$ cat src/rtl/om_pkg.sv
// Shared definitions for the online-multiplier sequencer: signed-digit
// encoding, sequencer FSM states and the default online delay.
package om_pkg;

   localparam logic [1:0] DIG_POS  = 2'b10;
   localparam logic [1:0] DIG_NEG  = 2'b01;
   localparam logic [1:0] DIG_ZERO = 2'b00;

   localparam int DELTA_DEF = 3;

   typedef enum logic [2:0] {
      ST_IDLE  = 3'd0,
      ST_INIT  = 3'd1,
      ST_RUN   = 3'd2,
      ST_FLUSH = 3'd3,
      ST_DONE  = 3'd4
   } om_state_t;

   // The illegal code 11 is handled as a zero digit.
   function automatic logic [1:0] dig_clean(input logic [1:0] d);
      return (d == 2'b11) ? DIG_ZERO : d;
   endfunction

endpackage

$ cat src/rtl/om_prefix_acc.sv
// Signed-digit to two's-complement prefix accumulator: digit k has weight
// 2^(WL_XY-2-k). INCL selects whether pfx includes the digit currently at dig.
module om_prefix_acc
   import om_pkg::*;
#(
   parameter int WL_XY = 8,
   parameter int KW    = 4,
   parameter bit INCL  = 1'b0
) (
   input  logic             clk,
   input  logic             rst_n,
   input  logic             clr,
   input  logic             en,
   input  logic [1:0]       dig,
   input  logic [KW-1:0]    k,
   output logic [WL_XY-1:0] pfx
);

   localparam logic [WL_XY-1:0] ONE_W = {{(WL_XY-1){1'b0}}, 1'b1};
   localparam logic [KW-1:0]    K_TOP = KW'(WL_XY - 2);

   logic signed [WL_XY-1:0] acc_q;
   logic signed [WL_XY-1:0] wgt;
   logic signed [WL_XY-1:0] term;
   logic        [KW-1:0]    sh;

   always_comb begin
      sh  = K_TOP - k;
      wgt = '0;
      if (k <= K_TOP)
         wgt = signed'(ONE_W << sh);
      case (dig)
         DIG_POS: term = wgt;
         DIG_NEG: term = -wgt;
         default: term = '0;
      endcase
   end

   assign pfx = INCL ? (acc_q + term) : acc_q;

   always_ff @(posedge clk or negedge rst_n) begin
      if (!rst_n)
         acc_q <= '0;
      else if (clr)
         acc_q <= '0;
      else if (en)
         acc_q <= acc_q + term;
   end

endmodule

$ cat src/rtl/om_seq_ctrl.sv
// Sequencer for one radix-2 online-multiplier residual slice (INIT/RUN/FLUSH).
// Optional build macro OM_SEQ_PERF_EN adds the saturating stall_cnt output.
module om_seq_ctrl
   import om_pkg::*;
#(
   parameter int WL_XY = 8,
   parameter int NDIG  = WL_XY - 1,
   parameter int DELTA = DELTA_DEF
) (
   input  logic                clk,
   input  logic                rst_n,
   input  logic                start,
   input  logic                in_valid,
   output logic                in_ready,
   input  logic [1:0]          x_d,
   input  logic [1:0]          y_d,
   output logic                z_valid,
   input  logic                z_ready,
   output logic [1:0]          z_d,
   output logic                done,
   output logic                busy,
   output logic                err,
   output logic [1:0]          slc_x,
   output logic [1:0]          slc_y,
   output logic [WL_XY-1:0]    slc_xY_in,
   output logic [WL_XY-1:0]    slc_yX_in,
   output logic [WL_XY+4:0]    slc_ws_in,
   output logic [WL_XY+4:0]    slc_wc_in,
   input  logic [WL_XY+4:0]    slc_ws_out,
   input  logic [WL_XY+4:0]    slc_wc_out,
   input  logic [1:0]          slc_z
`ifdef OM_SEQ_PERF_EN
   ,
   output logic [15:0]         stall_cnt
`endif
);

   localparam int RW = WL_XY + 5;
   localparam int KW = $clog2(NDIG + DELTA + 1);
   localparam logic [KW-1:0] K_DELTA = KW'(DELTA);
   localparam logic [KW-1:0] K_NDIG  = KW'(NDIG);
   localparam logic [KW-1:0] K_LAST  = KW'(NDIG + DELTA - 1);

   om_state_t      state;
   logic [KW-1:0]  k;
   logic [KW-1:0]  k_inc;
   logic [RW-1:0]  ws_q;
   logic [RW-1:0]  wc_q;
   logic           err_q;
   logic           in_ph;
   logic           out_ph;
   logic           act;
   logic           step;
   logic           acc_en;
   logic           start_op;
   logic           bad_dig;

   // Handshakes are cross-gated so an operand pair and its product digit
   // are always transferred in the same cycle once RUN is reached.
   always_comb begin
      in_ph    = (state == ST_INIT) || (state == ST_RUN);
      out_ph   = (state == ST_RUN) || (state == ST_FLUSH);
      act      = in_ph || (state == ST_FLUSH);
      in_ready = in_ph && ((k < K_DELTA) || z_ready);
      z_valid  = out_ph && ((k >= K_NDIG) || in_valid);
      z_d      = z_valid ? slc_z : DIG_ZERO;
      step     = act && ((k >= K_NDIG) || in_valid) && ((k < K_DELTA) || z_ready);
      acc_en   = step && (k < K_NDIG);
      k_inc    = k + 1'b1;
      slc_x    = in_ph ? dig_clean(x_d) : DIG_ZERO;
      slc_y    = in_ph ? dig_clean(y_d) : DIG_ZERO;
      bad_dig  = in_valid && in_ready && ((x_d == 2'b11) || (y_d == 2'b11));
   end

   assign start_op  = (state == ST_IDLE) && start;
   assign busy      = (state != ST_IDLE);
   assign done      = (state == ST_DONE);
   assign err       = err_q;
   assign slc_ws_in = ws_q;
   assign slc_wc_in = wc_q;

   om_prefix_acc #(.WL_XY(WL_XY), .KW(KW), .INCL(1'b0)) u_x_acc (
      .clk   (clk),
      .rst_n (rst_n),
      .clr   (start_op),
      .en    (acc_en),
      .dig   (slc_x),
      .k     (k),
      .pfx   (slc_yX_in)
   );

   om_prefix_acc #(.WL_XY(WL_XY), .KW(KW), .INCL(1'b1)) u_y_acc (
      .clk   (clk),
      .rst_n (rst_n),
      .clr   (start_op),
      .en    (acc_en),
      .dig   (slc_y),
      .k     (k),
      .pfx   (slc_xY_in)
   );

   always_ff @(posedge clk or negedge rst_n) begin
      if (!rst_n) begin
         state <= ST_IDLE;
         k     <= '0;
         ws_q  <= '0;
         wc_q  <= '0;
         err_q <= 1'b0;
      end else begin
         case (state)
            ST_IDLE: begin
               if (start) begin
                  state <= ST_INIT;
                  k     <= '0;
                  ws_q  <= '0;
                  wc_q  <= '0;
                  err_q <= 1'b0;
               end
            end
            ST_INIT, ST_RUN, ST_FLUSH: begin
               if (bad_dig)
                  err_q <= 1'b1;
               if (step) begin
                  ws_q <= slc_ws_out;
                  wc_q <= slc_wc_out;
                  k    <= k_inc;
                  if (k == K_LAST)
                     state <= ST_DONE;
                  else if (k_inc >= K_NDIG)
                     state <= ST_FLUSH;
                  else if (k_inc >= K_DELTA)
                     state <= ST_RUN;
               end
            end
            ST_DONE: state <= ST_IDLE;
            default: state <= ST_IDLE;
         endcase
      end
   end

`ifdef OM_SEQ_PERF_EN
   function automatic logic [15:0] sat_inc16(input logic [15:0] v);
      return (v == 16'hFFFF) ? v : v + 16'd1;
   endfunction

   always_ff @(posedge clk or negedge rst_n) begin
      if (!rst_n)
         stall_cnt <= '0;
      else if (start_op)
         stall_cnt <= '0;
      else if (act && !step)
         stall_cnt <= sat_inc16(stall_cnt);
   end
`endif

endmodule

$ cat config.mk
export PLATFORM = sky130hd
export DESIGN_NAME = om_seq_ctrl
export DESIGN_NICKNAME = d
export VERILOG_FILES = /design/src/rtl/om_pkg.sv /design/src/rtl/om_prefix_acc.sv /design/src/rtl/om_seq_ctrl.sv
export SDC_FILE = /design/constraint.sdc
export NUM_CORES = 1
export LEC_CHECK = 0
export BUFFER_PORTS_ARGS = -buffer_cell sky130_fd_sc_hd__buf_2
export CORE_ASPECT_RATIO = 0.9
export CORE_MARGIN = 4
export CORE_UTILIZATION = 35
export DETAILED_ROUTE_END_ITERATION = 8
export PLACE_DENSITY = 0.61
export SLEW_MARGIN = 20
export SYNTH_ARGS = -nofsm -noshare
export SYNTH_HDL_FRONTEND = slang
export SYNTH_SLANG_ARGS = --single-unit
$ cat constraint.sdc
create_clock -name clk -period 5.5 [get_ports clk]
set_input_delay 1.1 -clock clk [delete_from_list [all_inputs] [get_ports clk]]
set_output_delay 1.1 -clock clk [all_outputs]
set_load 0.01 [all_outputs]
Word-level counts from Yosys, hierarchy flattened
Cells that the tools add are included.
{"block": "word_totals", "register_bits": 50, "input_bits": 37, "word_cells": 85}
{"block": "op_classes", "addsub": 5, "magnitude_cmp": 6, "eq_ne": 15, "shift": 1, "n_mux": 29, "reduce_logical": 22}
{"op": "$pmux 13 s2", "n": 2}
{"op": "$mux 8", "n": 5}
{"op": "$mux 13", "n": 3}
{"op": "$pmux 8 s2", "n": 2}
{"op": "$add 8x8->8", "n": 2}
{"op": "$mux 3", "n": 5}
{"op": "$mux 2", "n": 5}
{"op": "$reduce_and 3->1", "n": 3}
{"op": "$eq 2x2->1 const B", "n": 4}
{"op": "$ge 4x3->1 const B", "n": 2}
{"op": "$logic_and 1x1->1", "n": 8}
{"op": "$mux 4", "n": 2}
{"op": "$neg 8->8", "n": 1}
{"op": "$pmux 4 s2", "n": 1}
{"op": "$shl 1x4->8 const A", "n": 1}
{"op": "$eq 3x2->1 const B", "n": 2}
{"op": "$logic_or 1x1->1", "n": 6}
{"op": "$ne 2x2->1 const B", "n": 3}
{"op": "$pmux 3 s2", "n": 1}
{"op": "$add 4x1->4 const B", "n": 1}
{"op": "$eq 2x1->1 const B", "n": 2}
{"op": "$eq 4x4->1 const B", "n": 1}
{"op": "$ge 4x2->1 const B", "n": 1}
{"op": "$le 4x3->1 const B", "n": 1}
{"op": "other kinds (12)", "n": 14}

Depth between registers and ports, before layout
{"block": "depth", "word_depth": 8, "mapped_depth": 19}

Cells and area by module
From an unflattened synthesis, not the netlist that was laid out.
{"block": "unflattened", "cells_unflattened": 421, "hier_area_um2": 3559.7}
{"module": "om_seq_ctrl", "instances": 1, "cells_each": 190, "area_per_inst_um2": 1714.1}
{"module": "om_prefix_acc at u_x_acc", "instances": 1, "cells_each": 114, "area_per_inst_um2": 935.9}
{"module": "om_prefix_acc at u_y_acc", "instances": 1, "cells_each": 117, "area_per_inst_um2": 909.6}

Worst setup path before layout
Ideal clock, no wire load.
{"block": "synth_timing", "path_kind": "reg2out", "startpoint": "register k[0]", "endpoint": "output slc_xY_in[7]", "t_arrival_ps": 3600, "t_required_ps": 4400, "path_slack_ps": 800, "path_stages_with_launch": 19, "path_cell_list": "dfrtp_1 > ha_1 > and2b_1 > a21oi_2 > or2_2 > nor2_1 > inv_1 > ha_1 > o21ai_0 > xor2_1 > a22oi_1 > nor2_1 > ha_1 > nand3_1 > o211ai_1 > o41ai_1 > a211oi_1 > nor3_1 > xor2_1"}
{"block": "synth_between", "elab_chain_len": 6}
{"item": "start: declaration", "line_no": "om_seq_ctrl.sv:45", "rtl": "logic [KW-1:0] k;"}
{"item": "start signal: assignment", "line_no": "om_seq_ctrl.sv:126", "rtl": "k <= k_inc;"}
{"item": "$sub 3x4->4", "line_no": "om_prefix_acc.sv:28", "rtl": "sh = K_TOP - k;"}
{"item": "$shl 1x4->8", "line_no": "om_prefix_acc.sv:31", "rtl": "wgt = signed'(ONE_W << sh);"}
{"item": "$mux 8 *", "line_no": "om_prefix_acc.sv:30", "rtl": "if (k <= K_TOP)"}
{"item": "$neg 8->8", "line_no": "om_prefix_acc.sv:34", "rtl": "DIG_NEG: term = -wgt;"}
{"item": "$pmux 8 s2 *", "line_no": "om_prefix_acc.sv:32", "rtl": "case (dig)"}
{"item": "$add 8x8->8 *", "line_no": "om_prefix_acc.sv:39", "rtl": "assign pfx = INCL ? (acc_q + term) : acc_q;"}
{"item": "end: declaration", "line_no": "om_seq_ctrl.sv:25", "rtl": "output logic [WL_XY-1:0] slc_xY_in,"}
Every way passes the cells marked *; elsewhere a longest branch is shown, timed or not.

Worst setup path after layout
{"block": "layout_timing", "startpoint": "register k[1]", "endpoint": "output slc_xY_in[7]"}
The elaborated chain is that of the path after synthesis.

==> key figures <==
Worst setup path
  • CP top delay family: simple AND/OR/NAND/NOR gates
  • Cell chain of the critical path: ha_2, and2b_1, a21oi_2, or2_4, nor2_4, inv_1, ha_1, o21ai_0, xor2_1, a22oi_1, nor2_1, ha_1, nand3_1, o211ai_1, o41ai_2, a211oi_2, nor3_2, xor2_1, buf_2
  • Slowest cell on the critical path: dfrtp_2
  • Crit path arrival time: 4.08 ns
  • Worst r2r src: k[1]
  • Startpoint Class: register
  • Worst Setup SP: k[1]
  • Crit-path max cell delay: 0.47 ns
  • Crit path capture type: primary output
  • Crit path kind: register to primary output
  • Buffers and inverters on the worst path: 2
  • Critical-path maximum fanout: 8
  • CP required: 4.40 ns

Outcome
  • Status: finished, final reports clean

Timing
  • Slack of the critical path: 0.317 ns
  • Final hold slack: 0.496 ns
  • Final Max Slew Viols: 0
  • Slew headroom: 57.5%
  • Part of the cycle the worst path needs: 94.2%
  • Max Freq: 193 MHz
  • Final hold vios: 0
  • Clock Skews: 0.00541 ns
  • Count of final setup violators: 0
  • Worst slew pin tran: 0.638 ns
  • Post-route minimum period: 5.18 ns

Placement
  • GP Congestion: 0.874
  • DP Wirelength: 6230 µm
  • Placed insts: 547
  • Port-buffer cells: 89
  • Cell area after placement: 0.00390 mm²
  • DP Worst Slack: 0.338 ns

CTS
  • Hold buffers post-CTS: 0
  • Total CTS buffers: 5
  • Worst-Skew Late Latency: 0.31 ns
  • CTS tree: yes
  • Clock Sinks: 50
  • H-tree depth: 2
  • Clock slew at the register clock pins of the worst setup and hold paths: 0.10 ns
  • Clock Path Buffers: 2
  • Clk root buf: clkbuf_8

Route
  • DRT Wirelength: 8310 µm
  • DR WL/cell: 14.9 µm
  • Final ANT Viol Nets: 0
  • Via Count: 2952
  • DRT Pass-1 Iters: 4
  • Vias/cell: 5.31
  • DRT iter0 DRCs: 154
  • DRC viols: 0

Min path
  • Worst min-delay path startpoint: err
  • Min-Delay Path Class: register to register

Cells and area
  • Layout Nets: 498
  • Area delta synth->final: 20.4%
  • Finished Layout Cells: 556
  • Final Core Density: 43.9%
  • # diodes: 0
  • Share of cells above drive strength 1: 29.0%
  • Final Instance Area: 0.00406 mm²

Global routing
  • Vias in the first global route: 2919
  • Gr ovfl total: 0
  • Total global-route track usage: 14.8%
  • Initial antenna violation count: 0
  • First-pass GRT wire length: 13900 µm
  • Largest net degree at the start of global routing: 51

Synth
  • Syn_area_per_cell: 9.66 µm²
  • Synth unique cells: 62
  • Post-Syn Area: 0.00337 mm²
  • Ys flop type: dfrtp_1
  • Ys async rst share: 100%
  • Post-synthesis net count: 414
  • Register bit total from synthesis: 50
  • Post-synth EDFFs: 0
  • Yosys warns: 0
  • Post-synthesis sequential area ratio: 37.1%
  • Area leader, netlist: dfrtp_1
  • Most common cell in the netlist: dfrtp_1
  • Top cells by area, synth: dfrtp_1, a22o_1, ha_1
  • Top cell type's share of synthesized area: 37.1%
  • Post-synthesis cell count: 349
  • Post-synth top cells: dfrtp_1, a22o_1, nor2_1

Floorplanning
  • Initial core utilization: 36.4%
  • Floorplan core area: 0.00925 mm²
  • Row Count: 33
  • Die area: 0.0113 mm²
  • Die Ht: 101 µm
  • Ports: 90
  • Die W: 111 µm

Power
  • PwrDens: 540 mW/mm²
  • Leak pwr: 0.00204 µW
  • Worst IR Drop VDD: 0.235 mV

Job
  • Max Cap Viol: 0
metal layers:
layer / vias to the layer above / global-route usage, % / wire, µm
met1: 1397 / 21.2 / 4040
met5: - / 0 / 0
met3: 5 / 3.78 / 647
met4: 0 / 3.09 / 58
li1: 1449 / - / -
met2: 101 / 22.9 / 3570
final timing paths:
kind | to | slack (ns) | cells past startpoint
worst max-delay path | slc_xY_in[7] | 0.32 | 19
worst min-delay path | err | 0.50 | 1
worst max register to register | u_y_acc.acc_q[7] | 1.54 | 18
worst min register to register | err | 0.50 | 1
max in group asynchronous | k[0] | 4.16 | 2
min in group asynchronous | err | 0.88 | 2
where the power goes:
group | internal, µW | total [µW] | switching [µW]
Sequential | 522 | 640 | 118
Clock | 139 | 276 | 137
Combinational | 545 | 1280 | 731
final cells by class:
cell class              count  area, µm²
flip-flops and latches     50       1250
multi-input cells         265       1990
well taps                 122        153
inverters                  16       60.1
fillers                   937       5190
clock buffers               5       68.8
repair buffers             95        490
clock inverters             3       47.5
registers in the layout (all words and copies together) (netlist names):
signal	count
err	1
u_x_acc.pfx	8
k	4
slc_ws_in	13
u_y_acc.acc_q	8
slc_wc_in	13
state	3
timing repair:
action                     CTS  global route
gates resized for setup      1             8
hold endpoints to repair     0             0
pin swaps                    0             3
setup buffers                0             1
setup endpoints to repair    1             1
cell usage in the layout, fill, tap and decap left out, drive strengths merged, types with 3 or more instances in the layout:
| cell type | instances |
|---|---|
| o32ai | 3 |
| clkbuf | 5 |
| xor2 | 7 |
| a211oi | 3 |
| nand3 | 8 |
| xnor2 | 9 |
| nor3 | 10 |
| nand2b | 5 |
| a22o | 44 |
| buf | 95 |
| nor2 | 33 |
| a2bb2oi | 3 |
| ha | 26 |
| a21oi | 20 |
| o211ai | 3 |
| dfrtp | 50 |
| and2b | 3 |
| and2 | 5 |
| nand3b | 6 |
| nor2b | 3 |
| a31oi | 4 |
| a22oi | 4 |
| or2 | 3 |
| nand2 | 22 |
| a21o | 4 |
| and3 | 3 |
| o21ai | 5 |
| inv | 18 |
cell families (layout without fill, tap and decap cells):
group	Yosys count	after routing	synth area share (%)
AOI/OAI and AO/OA	110	110	25.5
xor gates and xnor gates	16	16	4.16
adders and majority gates	28	28	10.8
buffers and inverters	34	119	5.23
DFF	50	50	37.1
muxes	1	1	0.334
and+or+nand+nor	110	110	16.8
stage by stage:
step / setup TNS (ns) / total power [µW]
6_report: 0 / 2190
2_1_floorplan: 0 / 1560
4_1_cts: 0 / 2190
3_3_place_gp: 0 / 1880
3_5_place_dp: 0 / 1900
5_1_grt: -0.0138 / 2380
No activity file was read; power rests on OpenSTA's default activity.
